### src/rtl/seq_alu_pkg.sv
// rtl/seq_alu_pkg.sv - opcode/condition codes, FSM states and flag helpers for seq_alu (SEQ_ALU_MUL_EN adds the MUL state)
package seq_alu_pkg;

    localparam logic [3:0] OP_ADD  = 4'd0;
    localparam logic [3:0] OP_SUB  = 4'd1;
    localparam logic [3:0] OP_MUL  = 4'd2;
    localparam logic [3:0] OP_OR   = 4'd3;
    localparam logic [3:0] OP_AND  = 4'd4;
    localparam logic [3:0] OP_XOR  = 4'd5;
    localparam logic [3:0] OP_MOVI = 4'd6;
    localparam logic [3:0] OP_MOV  = 4'd7;
    localparam logic [3:0] OP_CMP  = 4'd11;
    localparam logic [3:0] OP_LDR  = 4'd13;
    localparam logic [3:0] OP_NOP  = 4'd15;

    localparam logic [3:0] COND_AL = 4'd0;
    localparam logic [3:0] COND_EQ = 4'd1;
    localparam logic [3:0] COND_GT = 4'd2;
    localparam logic [3:0] COND_LT = 4'd3;
    localparam logic [3:0] COND_GE = 4'd4;
    localparam logic [3:0] COND_LE = 4'd5;
    localparam logic [3:0] COND_HI = 4'd6;
    localparam logic [3:0] COND_LO = 4'd7;
    localparam logic [3:0] COND_HS = 4'd8;

    localparam int FLAG_N = 3;
    localparam int FLAG_Z = 2;
    localparam int FLAG_C = 1;
    localparam int FLAG_V = 0;

    localparam logic [2:0] SR_LSR = 3'd1;
    localparam logic [2:0] SR_LSL = 3'd2;
    localparam logic [2:0] SR_ROR = 3'd3;

    typedef enum logic [1:0] {
        ST_IDLE = 2'd0,
`ifdef SEQ_ALU_MUL_EN
        ST_MUL  = 2'd1,
`endif
        ST_HOLD = 2'd2
    } state_t;

    function automatic logic cond_pass(input logic [3:0] cond, input logic [3:0] f);
        logic n, z, c, v;
        n = f[FLAG_N];
        z = f[FLAG_Z];
        c = f[FLAG_C];
        v = f[FLAG_V];
        case (cond)
            COND_AL: cond_pass = 1'b1;
            COND_EQ: cond_pass = z;
            COND_GT: cond_pass = !z && (n == v);
            COND_LT: cond_pass = (n != v);
            COND_GE: cond_pass = (n == v);
            COND_LE: cond_pass = z || (n != v);
            COND_HI: cond_pass = c && !z;
            COND_LO: cond_pass = !c;
            COND_HS: cond_pass = c;
            default: cond_pass = 1'b0;
        endcase
    endfunction

endpackage

### src/rtl/seq_alu_if.sv
// rtl/seq_alu_if.sv - request/result handshake bundle for seq_alu
interface seq_alu_if #(
    parameter int WIDTH = 32,
    parameter int SHW   = $clog2(WIDTH)
);
    import seq_alu_pkg::*;

    logic             in_valid;
    logic             in_ready;
    logic [3:0]       opcode;
    logic [3:0]       cond;
    logic             s;
    logic [2:0]       sr_cont;
    logic [SHW-1:0]   sr_bit;
    logic [WIDTH-1:0] in1;
    logic [WIDTH-1:0] in2;
    logic [15:0]      imm;
    logic             out_valid;
    logic             out_ready;
    logic [WIDTH-1:0] result;
    logic             cond_met;
    logic [3:0]       flags;

    modport master (
        output in_valid, opcode, cond, s, sr_cont, sr_bit, in1, in2, imm, out_ready,
        input  in_ready, out_valid, result, cond_met, flags
    );

    modport slave (
        input  in_valid, opcode, cond, s, sr_cont, sr_bit, in1, in2, imm, out_ready,
        output in_ready, out_valid, result, cond_met, flags
    );

endinterface

### src/rtl/seq_alu_mul.sv
// rtl/seq_alu_mul.sv - iterative shift-add multiplier, one partial product per cycle
module seq_alu_mul #(
    parameter int WIDTH = 32,
    parameter int SHW   = $clog2(WIDTH)
) (
    input  logic             clk,
    input  logic             rst,
    input  logic             start,
    input  logic [WIDTH-1:0] a,
    input  logic [WIDTH-1:0] b,
    output logic [WIDTH-1:0] product,
    output logic             done
);
    logic [WIDTH-1:0] acc, mcand, mplier, acc_next;
    logic [SHW-1:0]   cnt;
    logic             busy;

    // product is presented combinationally so the last iteration's sum is usable on the done edge
    assign acc_next = acc + (mplier[0] ? mcand : '0);
    assign product  = acc_next;
    assign done     = busy && (cnt == SHW'(WIDTH - 1));

    always_ff @(posedge clk) begin
        if (rst) begin
            acc    <= '0;
            mcand  <= '0;
            mplier <= '0;
            cnt    <= '0;
            busy   <= 1'b0;
        end else if (start) begin
            acc    <= '0;
            mcand  <= a;
            mplier <= b;
            cnt    <= '0;
            busy   <= 1'b1;
        end else if (busy) begin
            acc    <= acc_next;
            mcand  <= mcand << 1;
            mplier <= mplier >> 1;
            cnt    <= cnt + 1'b1;
            if (done)
                busy <= 1'b0;
        end
    end

endmodule

### src/rtl/seq_alu.sv
// rtl/seq_alu.sv - conditional ALU with pre-shifter and result hold; SEQ_ALU_MUL_EN enables iterative MUL
module seq_alu
    import seq_alu_pkg::*;
#(
    parameter int WIDTH = 32,
    parameter int SHW   = $clog2(WIDTH)
) (
    input  logic     clk,
    input  logic     rst,
    seq_alu_if.slave bus
);
    localparam int M = WIDTH - 1;

    state_t           state, state_next;
    logic [WIDTH-1:0] result_q, sh2, alu_res, fsrc;
    logic [2*WIDTH-1:0] rot;
    logic [WIDTH+15:0]  imm_ext;
    logic [WIDTH:0]   add_w, sub_w;
    logic [3:0]       flags_q, alu_flags;
    logic             cond_q, accept, met, upd_ok, c_f, v_f;

    assign accept        = bus.in_valid && bus.in_ready;
    assign met           = cond_pass(bus.cond, flags_q);
    assign bus.in_ready  = (state == ST_IDLE) && !rst;
    assign bus.out_valid = (state == ST_HOLD);
    assign bus.result    = result_q;
    assign bus.cond_met  = cond_q;
    assign bus.flags     = flags_q;

    assign rot     = {bus.in2, bus.in2} >> bus.sr_bit;
    assign imm_ext = {{WIDTH{1'b0}}, bus.imm};
    assign add_w   = {1'b0, bus.in1} + {1'b0, sh2};
    assign sub_w   = {1'b0, bus.in1} - {1'b0, sh2};

    always_comb begin
        case (bus.sr_cont)
            SR_LSR:  sh2 = bus.in2 >> bus.sr_bit;
            SR_LSL:  sh2 = bus.in2 << bus.sr_bit;
            SR_ROR:  sh2 = rot[WIDTH-1:0];
            default: sh2 = bus.in2;
        endcase
    end

    always_comb begin
        alu_res = bus.in1;
        c_f     = 1'b0;
        v_f     = 1'b0;
        upd_ok  = 1'b0;
        case (bus.opcode)
            OP_ADD: begin
                alu_res = add_w[WIDTH-1:0];
                c_f     = add_w[WIDTH];
                v_f     = (bus.in1[M] == sh2[M]) && (add_w[M] != bus.in1[M]);
                upd_ok  = bus.s;
            end
            OP_SUB, OP_CMP: begin
                alu_res = (bus.opcode == OP_CMP) ? '0 : sub_w[WIDTH-1:0];
                c_f     = !sub_w[WIDTH];
                v_f     = (bus.in1[M] != sh2[M]) && (sub_w[M] != bus.in1[M]);
                upd_ok  = bus.s || (bus.opcode == OP_CMP);
            end
            OP_OR:   begin alu_res = bus.in1 | sh2; upd_ok = bus.s; end
            OP_AND:  begin alu_res = bus.in1 & sh2; upd_ok = bus.s; end
            OP_XOR:  begin alu_res = bus.in1 ^ sh2; upd_ok = bus.s; end
            OP_MOVI: alu_res = imm_ext[WIDTH-1:0];
            // MUL flags are written on completion when the multiplier is built in
            OP_MUL, OP_NOP: alu_res = '0;
            default: alu_res = bus.in1;
        endcase
        fsrc      = (bus.opcode == OP_CMP) ? sub_w[WIDTH-1:0] : alu_res;
        alu_flags = {fsrc[M], (fsrc == '0), c_f, v_f};
    end

`ifdef SEQ_ALU_MUL_EN
    logic [WIDTH-1:0] mul_product;
    logic             mul_done, mul_start, mul_upd;

    assign mul_start = accept && (bus.opcode == OP_MUL) && met;

    seq_alu_mul #(.WIDTH(WIDTH), .SHW(SHW)) u_mul (
        .clk     (clk),
        .rst     (rst),
        .start   (mul_start),
        .a       (bus.in1),
        .b       (sh2),
        .product (mul_product),
        .done    (mul_done)
    );
`endif

    always_ff @(posedge clk) begin
        if (rst)
            state <= ST_IDLE;
        else
            state <= state_next;
    end

    always_comb begin
        state_next = state;
        case (state)
            ST_IDLE: begin
                if (accept)
                    state_next = ST_HOLD;
`ifdef SEQ_ALU_MUL_EN
                if (mul_start)
                    state_next = ST_MUL;
`endif
            end
`ifdef SEQ_ALU_MUL_EN
            ST_MUL:  if (mul_done) state_next = ST_HOLD;
`endif
            ST_HOLD: if (bus.out_ready) state_next = ST_IDLE;
            default: state_next = ST_IDLE;
        endcase
    end

    always_ff @(posedge clk) begin
        if (rst) begin
            result_q <= '0;
            cond_q   <= 1'b0;
            flags_q  <= 4'b0000;
`ifdef SEQ_ALU_MUL_EN
            mul_upd  <= 1'b0;
`endif
        end else begin
            if (state == ST_IDLE && accept) begin
                result_q <= met ? alu_res : '0;
                cond_q   <= met;
                if (met && upd_ok)
                    flags_q <= alu_flags;
`ifdef SEQ_ALU_MUL_EN
                mul_upd  <= bus.s;
`endif
            end
`ifdef SEQ_ALU_MUL_EN
            if (state == ST_MUL && mul_done) begin
                result_q <= mul_product;
                cond_q   <= 1'b1;
                if (mul_upd)
                    flags_q <= {mul_product[M], (mul_product == '0), 2'b00};
            end
`endif
        end
    end

endmodule

### src/flat_wrapper.sv
// flat-port wrapper written by rule: the top's interface ports become plain ports
module seq_alu_flat import seq_alu_pkg::*;
#(
    parameter int WIDTH = 32,
    parameter int SHW   = $clog2(WIDTH)
)
  (clk, rst, bus_in_valid, bus_opcode, bus_cond, bus_s, bus_sr_cont, bus_sr_bit, bus_in1, bus_in2, bus_imm, bus_out_ready, bus_in_ready, bus_out_valid, bus_result, bus_cond_met, bus_flags);
  seq_alu_if #(.WIDTH(WIDTH), .SHW(SHW)) bus_i ();
  input  logic clk;
  input  logic rst;
  input wire logic [$bits(bus_i.in_valid)-1:0] bus_in_valid;
  input wire logic [$bits(bus_i.opcode)-1:0] bus_opcode;
  input wire logic [$bits(bus_i.cond)-1:0] bus_cond;
  input wire logic [$bits(bus_i.s)-1:0] bus_s;
  input wire logic [$bits(bus_i.sr_cont)-1:0] bus_sr_cont;
  input wire logic [$bits(bus_i.sr_bit)-1:0] bus_sr_bit;
  input wire logic [$bits(bus_i.in1)-1:0] bus_in1;
  input wire logic [$bits(bus_i.in2)-1:0] bus_in2;
  input wire logic [$bits(bus_i.imm)-1:0] bus_imm;
  input wire logic [$bits(bus_i.out_ready)-1:0] bus_out_ready;
  output wire logic [$bits(bus_i.in_ready)-1:0] bus_in_ready;
  output wire logic [$bits(bus_i.out_valid)-1:0] bus_out_valid;
  output wire logic [$bits(bus_i.result)-1:0] bus_result;
  output wire logic [$bits(bus_i.cond_met)-1:0] bus_cond_met;
  output wire logic [$bits(bus_i.flags)-1:0] bus_flags;
  assign bus_i.in_valid = bus_in_valid;
  assign bus_i.opcode = bus_opcode;
  assign bus_i.cond = bus_cond;
  assign bus_i.s = bus_s;
  assign bus_i.sr_cont = bus_sr_cont;
  assign bus_i.sr_bit = bus_sr_bit;
  assign bus_i.in1 = bus_in1;
  assign bus_i.in2 = bus_in2;
  assign bus_i.imm = bus_imm;
  assign bus_i.out_ready = bus_out_ready;
  assign bus_in_ready = bus_i.in_ready;
  assign bus_out_valid = bus_i.out_valid;
  assign bus_result = bus_i.result;
  assign bus_cond_met = bus_i.cond_met;
  assign bus_flags = bus_i.flags;
  seq_alu #(.WIDTH(WIDTH), .SHW(SHW)) u_core (.clk(clk), .rst(rst), .bus(bus_i));
endmodule
### config.mk
export PLATFORM = sky130hd
export DESIGN_NAME = seq_alu_flat
export DESIGN_NICKNAME = d
export VERILOG_FILES = /design/src/rtl/seq_alu_pkg.sv /design/src/rtl/seq_alu_if.sv /design/src/rtl/seq_alu_mul.sv /design/src/rtl/seq_alu.sv /design/src/flat_wrapper.sv
export SDC_FILE = /design/constraint.sdc
export NUM_CORES = 1
export LEC_CHECK = 0
export ABC_AREA = 1
export BUFFER_PORTS_ARGS = -buffer_cell sky130_fd_sc_hd__buf_2
export CAP_MARGIN = 20
export CORE_ASPECT_RATIO = 2
export CORE_MARGIN = 3
export CORE_UTILIZATION = 40
export DETAILED_ROUTE_END_ITERATION = 12
export PLACE_DENSITY = 0.58
export SLEW_MARGIN = 20
export SYNTH_ARGS = -nofsm -noshare
export SYNTH_HDL_FRONTEND = slang
export SYNTH_HIERARCHICAL = 1
export SYNTH_SLANG_ARGS = --single-unit
### constraint.sdc
create_clock -name clk -period 3.5 [get_ports clk]
set_input_delay 0 -clock clk [delete_from_list [all_inputs] [get_ports clk]]
set_output_delay 0 -clock clk [all_outputs]
set_load 0.01 [all_outputs]
==> results of run 1 <==
==> synth_stat cells (7+ instances only) <==
| cell type | n |
|---|---|
| nand2_1 | 717 |
| inv_1 | 314 |
| nor2_1 | 252 |
| o21ai_0 | 205 |
| nand3_1 | 195 |
| a21oi_1 | 137 |
| ha_1 | 112 |
| clkbuf_1 | 46 |
| o22ai_1 | 43 |
| nand4_1 | 42 |
| dfxtp_1 | 38 |
| buf_2 | 35 |
| mux2i_1 | 14 |
| nor3_1 | 14 |
| o21a_1 | 13 |
| a211oi_1 | 11 |
| a22oi_1 | 10 |
| o21bai_1 | 10 |
| o211ai_1 | 9 |
| a31oi_1 | 8 |
| buf_1 | 8 |
| or2_2 | 7 |
==> logic make-up after synthesis <==
family,count (synthesis),share of synthesized area [%]
compound gates,484,23.3
flops,38,6.35
xor+xnor,2,0.146
simple gates,1251,43.2
mux,14,1.17
buf+inv,419,13.9
fa+ha+maj,114,12.0
==> what timing repair did <==
action	4_1_cts
hold buffers	1
setup buffers	36
pin swaps	106
cloned	4
endpoints found under the hold margin	1
setup endpoints to repair	33
resized for setup	570
==> routing by layer <==
layer	global-route usage (%)	GRT overflow
met2	86.1	11
met1	51.5	0
met4	66.2	10
met5	2.63	0
met3	28.5	0
==> per-stage QoR <==
stage	hold slack, ps	setup TNS, ps
after CTS	159	-2620
after detailed placement	206	-32430
after floorplan	111	0
after global placement	200	-31830
==> results.sh, run 1 <==
export IMPL_overflow=21
export IMPL_port_buffers=139
export IMPL_routabilityCongestion=1.15
export IMPL_die_x_um=128
export IMPL_syn_inst=2322
export IMPL_yosysTopAreaCellShare_pct=22.5
export IMPL_crit_endpoint="u_core/bus.flags[2]$_SDFFE_PP0P_/D"
export IMPL_grt_max_degree=37
export IMPL_preCtsSetupSlack_ps=-1660
export IMPL_clock_root_buffer="clkbuf_16"
export IMPL_yosysSeqAreaShare_pct=6.35
export IMPL_ys_ff_latch=38
export IMPL_cts_sinks=38
export IMPL_die_y_um=251
export IMPL_yosysUniqueCellTypes=58
export IMPL_grtUsageTotal_pct=57.6
export IMPL_htreeDepth=2
export IMPL_syn_avg_cell_area_sq_um=5.16
export IMPL_endpoint_type="register data pin"
export IMPL_post_dp_cell_area_sq_mm=0.0179
export IMPL_synth_edff_count=0
export IMPL_cts_buffers=5
export IMPL_start_util_pct=40.6
export IMPL_hpwlAfterDp_um=64200
export IMPL_synthFlopType="dfxtp_1"
export IMPL_synth_fp_nets=2537
export IMPL_synth_area_sq_mm=0.0120
export IMPL_synth_top_area_cell="nand2_1"
export IMPL_synth_area_top_cells="nand2_1, ha_1, inv_1"
export IMPL_clockBufferDepth=2
export IMPL_placed_cells=3402
export IMPL_yosysWarnings=6
export IMPL_lastStage="global routing"
export IMPL_outcome="aborted with a tool error"
export IMPL_num_rows=89
export IMPL_firstError="[ERROR GRT-0232] Routing congestion too high. Check the congestion heatmap in the GUI."
export IMPL_async_flop_share_pct=0
export IMPL_ioPinCount=140
==> run 2: changes to the inputs <==
- CORE_ASPECT_RATIO: 2 -> not set
- CORE_UTILIZATION: 40 -> 25
- PLACE_DENSITY: 0.58 -> not set
- PLACE_DENSITY_LB_ADDON: not set -> 0.15
- clock period: 3.5 -> 4.5 ns (I/O delays scaled with it)
==> results.sh, run 2 <==
export IMPL_outcome="completed"
export IMPL_post_drt_wl_per_cell_um=19.6
export IMPL_ys_ff_latch=38
export IMPL_drtAntennaViolNets=0
export IMPL_preCtsSetupSlack_ps=-657
export IMPL_synth_edff_count=0
export IMPL_syn_avg_cell_area_sq_um=5.16
export IMPL_slew_headroom_pct=25.8
export IMPL_yosysUniqueCellTypes=58
export IMPL_die_area_sq_mm=0.0506
export IMPL_cts_buffers=5
export IMPL_cts_tree="done"
export IMPL_drive_gt1_share_pct=29.7
export IMPL_yosysWarnings=6
export IMPL_leakagePower_nw=9.57
export IMPL_antenna_found_initial=0
export IMPL_synth_area_top_cells="nand2_1, ha_1, inv_1"
export IMPL_setup_ws_ps=270
export IMPL_async_flop_share_pct=0
export IMPL_grt_pass1_wl_um=101000
export IMPL_cap_violations=0
export IMPL_syn_inst=2322
export IMPL_hold_path_class="primary input to flip-flop"
export IMPL_grt_pass1_vias=16800
export IMPL_period_needed_ps=4230
export IMPL_drtPass1Iterations=6
export IMPL_yosysTopAreaCellShare_pct=22.5
export IMPL_drtIter0Drc=1202
export IMPL_drv_slew=0
export IMPL_num_nets_final=3148
export IMPL_overflow=0
export IMPL_final_cell_mix="nand2_1, buf_4, inv_1"
export IMPL_layout_commonest_cell="nand2_1"
export IMPL_htreeDepth=2
export IMPL_timing_fmax_ghz=0.236
export IMPL_cts_reportedPaths_clkPinSlew_ps=60
export IMPL_viasPerCell=5.03
export IMPL_path_class="primary input to flip-flop"
export IMPL_cpMaxStageDelayCell="o22ai_1"
export IMPL_routabilityCongestion=1.02
export IMPL_arrival_ps=4460
export IMPL_power_density_mw_per_mm2=201
export IMPL_setup_viol=0
export IMPL_worst_slew_pin_slew_ps=1110
export IMPL_finish_utilization_pct=38.6
export IMPL_clock_root_buffer="clkbuf_16"
export IMPL_cp_start_kind="primary input"
export IMPL_largest_reg_flops=32
export IMPL_yosysMostFrequentCell="nand2_1"
export IMPL_synth_top_area_cell="nand2_1"
export IMPL_vias=17800
export IMPL_hold_violations=0
export IMPL_synth_common_cells="nand2_1, inv_1, nor2_1, o21ai_0, nand3_1"
export IMPL_start_util_pct=25.5
export IMPL_die_y_um=225
export IMPL_grtUsageTotal_pct=26.1
export IMPL_fin_crit_sh_pct=94.0
export IMPL_yosysSeqAreaShare_pct=6.35
export IMPL_die_x_um=225
export IMPL_cp_required_ps=4730
export IMPL_synth_fp_nets=2537
export IMPL_crit_fanout=11
export IMPL_synth_area_sq_mm=0.0120
export IMPL_drc_errors=0
export IMPL_num_rows=79
export IMPL_diodes=0
export IMPL_totalWireLength_um=69400
export IMPL_cts_sinks=38
export IMPL_area_delta_synth_final_pct=51.1
export IMPL_clock_latency_ps=290
export IMPL_hpwlAfterDp_um=58900
export IMPL_ir_drop_v=0.000126
export IMPL_grt_max_degree=47
export IMPL_cp_common_cell="nor2_1"
export IMPL_synthFlopType="dfxtp_1"
export IMPL_timing_hold_ws_ps=138
export IMPL_clockBufferDepth=2
export IMPL_core_sq_mm=0.0470
export IMPL_ioPinCount=140
export IMPL_cp_end_kind="flip-flop"
export IMPL_port_buffers=139
export IMPL_crit_path_max_incr_delay_ps=410
export IMPL_finClkSkew_ps=3.41
-- run 2: cell counts after synthesis --
No cell type changed its count.
-- run 2: worst max-delay path, delay by kind of cell --
family | cells | cell delay [ps]
AO/OA/AOI/OAI | 6 | 1300
buffers and inverters | 8 | 1080
adder cells (fa/ha/maj) | 1 | 250
AND/OR/NAND/NOR | 18 | 1820
-- run 2: final timing paths --
check	from	to	slack [ps]	cells after the start
setup / recovery	bus_sr_bit[0]	u_core/bus.flags[2]	270	33
hold / removal	bus_imm[0]	u_core/bus.result[0]	140	5
hold reg to reg	u_core/bus.result[29]	u_core/bus.result[29]	460	2
setup reg to reg	u_core/bus.flags[0]	u_core/bus.flags[2]	1950	13
-- run 2: report_power, final --
part | total [W] | internal, W | switching [W]
clock network | 0.000363 | 0.000219 | 0.000144
logic | 0.00292 | 0.00125 | 0.00167
registers | 0.000346 | 0.000342 | 0.00000307
-- run 2: metrics by stage --
step	TNS [ps]	cell area [sq um]	cells	power, W
2_1_floorplan	0	12000	2322	0.00162
3_3_place_gp	-4810	17200	3522	0.00308
3_5_place_dp	-4410	17200	3522	0.00307
4_1_cts	0	17400	3532	0.00345
5_1_grt	-20.0	18100	3541	0.00390
6_report	0	18100	3541	0.00363
-- run 2: layout make-up --
| cell class | count | area [sq um] |
|---|---|---|
| Fill cell | 5373 | 28800 |
| Multi-Input combinational cell | 1865 | 10200 |
| Timing Repair Buffer | 701 | 5050 |
| Inverter | 322 | 1210 |
| Sequential cell | 38 | 761 |
| Tap cell | 607 | 759 |
| Clock buffer | 6 | 139 |
| Clock inverter | 2 | 12.5 |
-- run 2: cell families (layout without fill, tap and decap cells) --
| kind of cell | after synthesis | in the layout | synth area share [%] |
|---|---|---|---|
| fa+ha+maj | 114 | 114 | 12.0 |
| buf+inv | 419 | 1031 | 13.9 |
| flops | 38 | 38 | 6.35 |
| mux | 14 | 14 | 1.17 |
| compound gates | 484 | 484 | 23.3 |
| simple gates | 1251 | 1251 | 43.2 |
| xor+xnor | 2 | 2 | 0.146 |
-- run 2: per-layer routing --
layer	routed length, um	GRT usage (%)	share of wire (%)	vias up
met5	0	0	0	-
met4	2260	7.59	3.3	0
met3	4060	1.67	5.9	95
met2	32700	45.8	47	650
met1	30300	34.5	44	8238
li1	-	-	-	8821
-- run 2: what timing repair did --
action | in CTS | in global routing
endpoints found under the setup margin | 5 | 18
pin swaps | 0 | 24
resized for setup | 10 | 198
setup buffers | 1 | 7
endpoints found under the hold margin | 1 | 0
cloned | 0 | 2
hold buffers | 1 | 0
No activity file was read; power rests on OpenSTA's default activity.
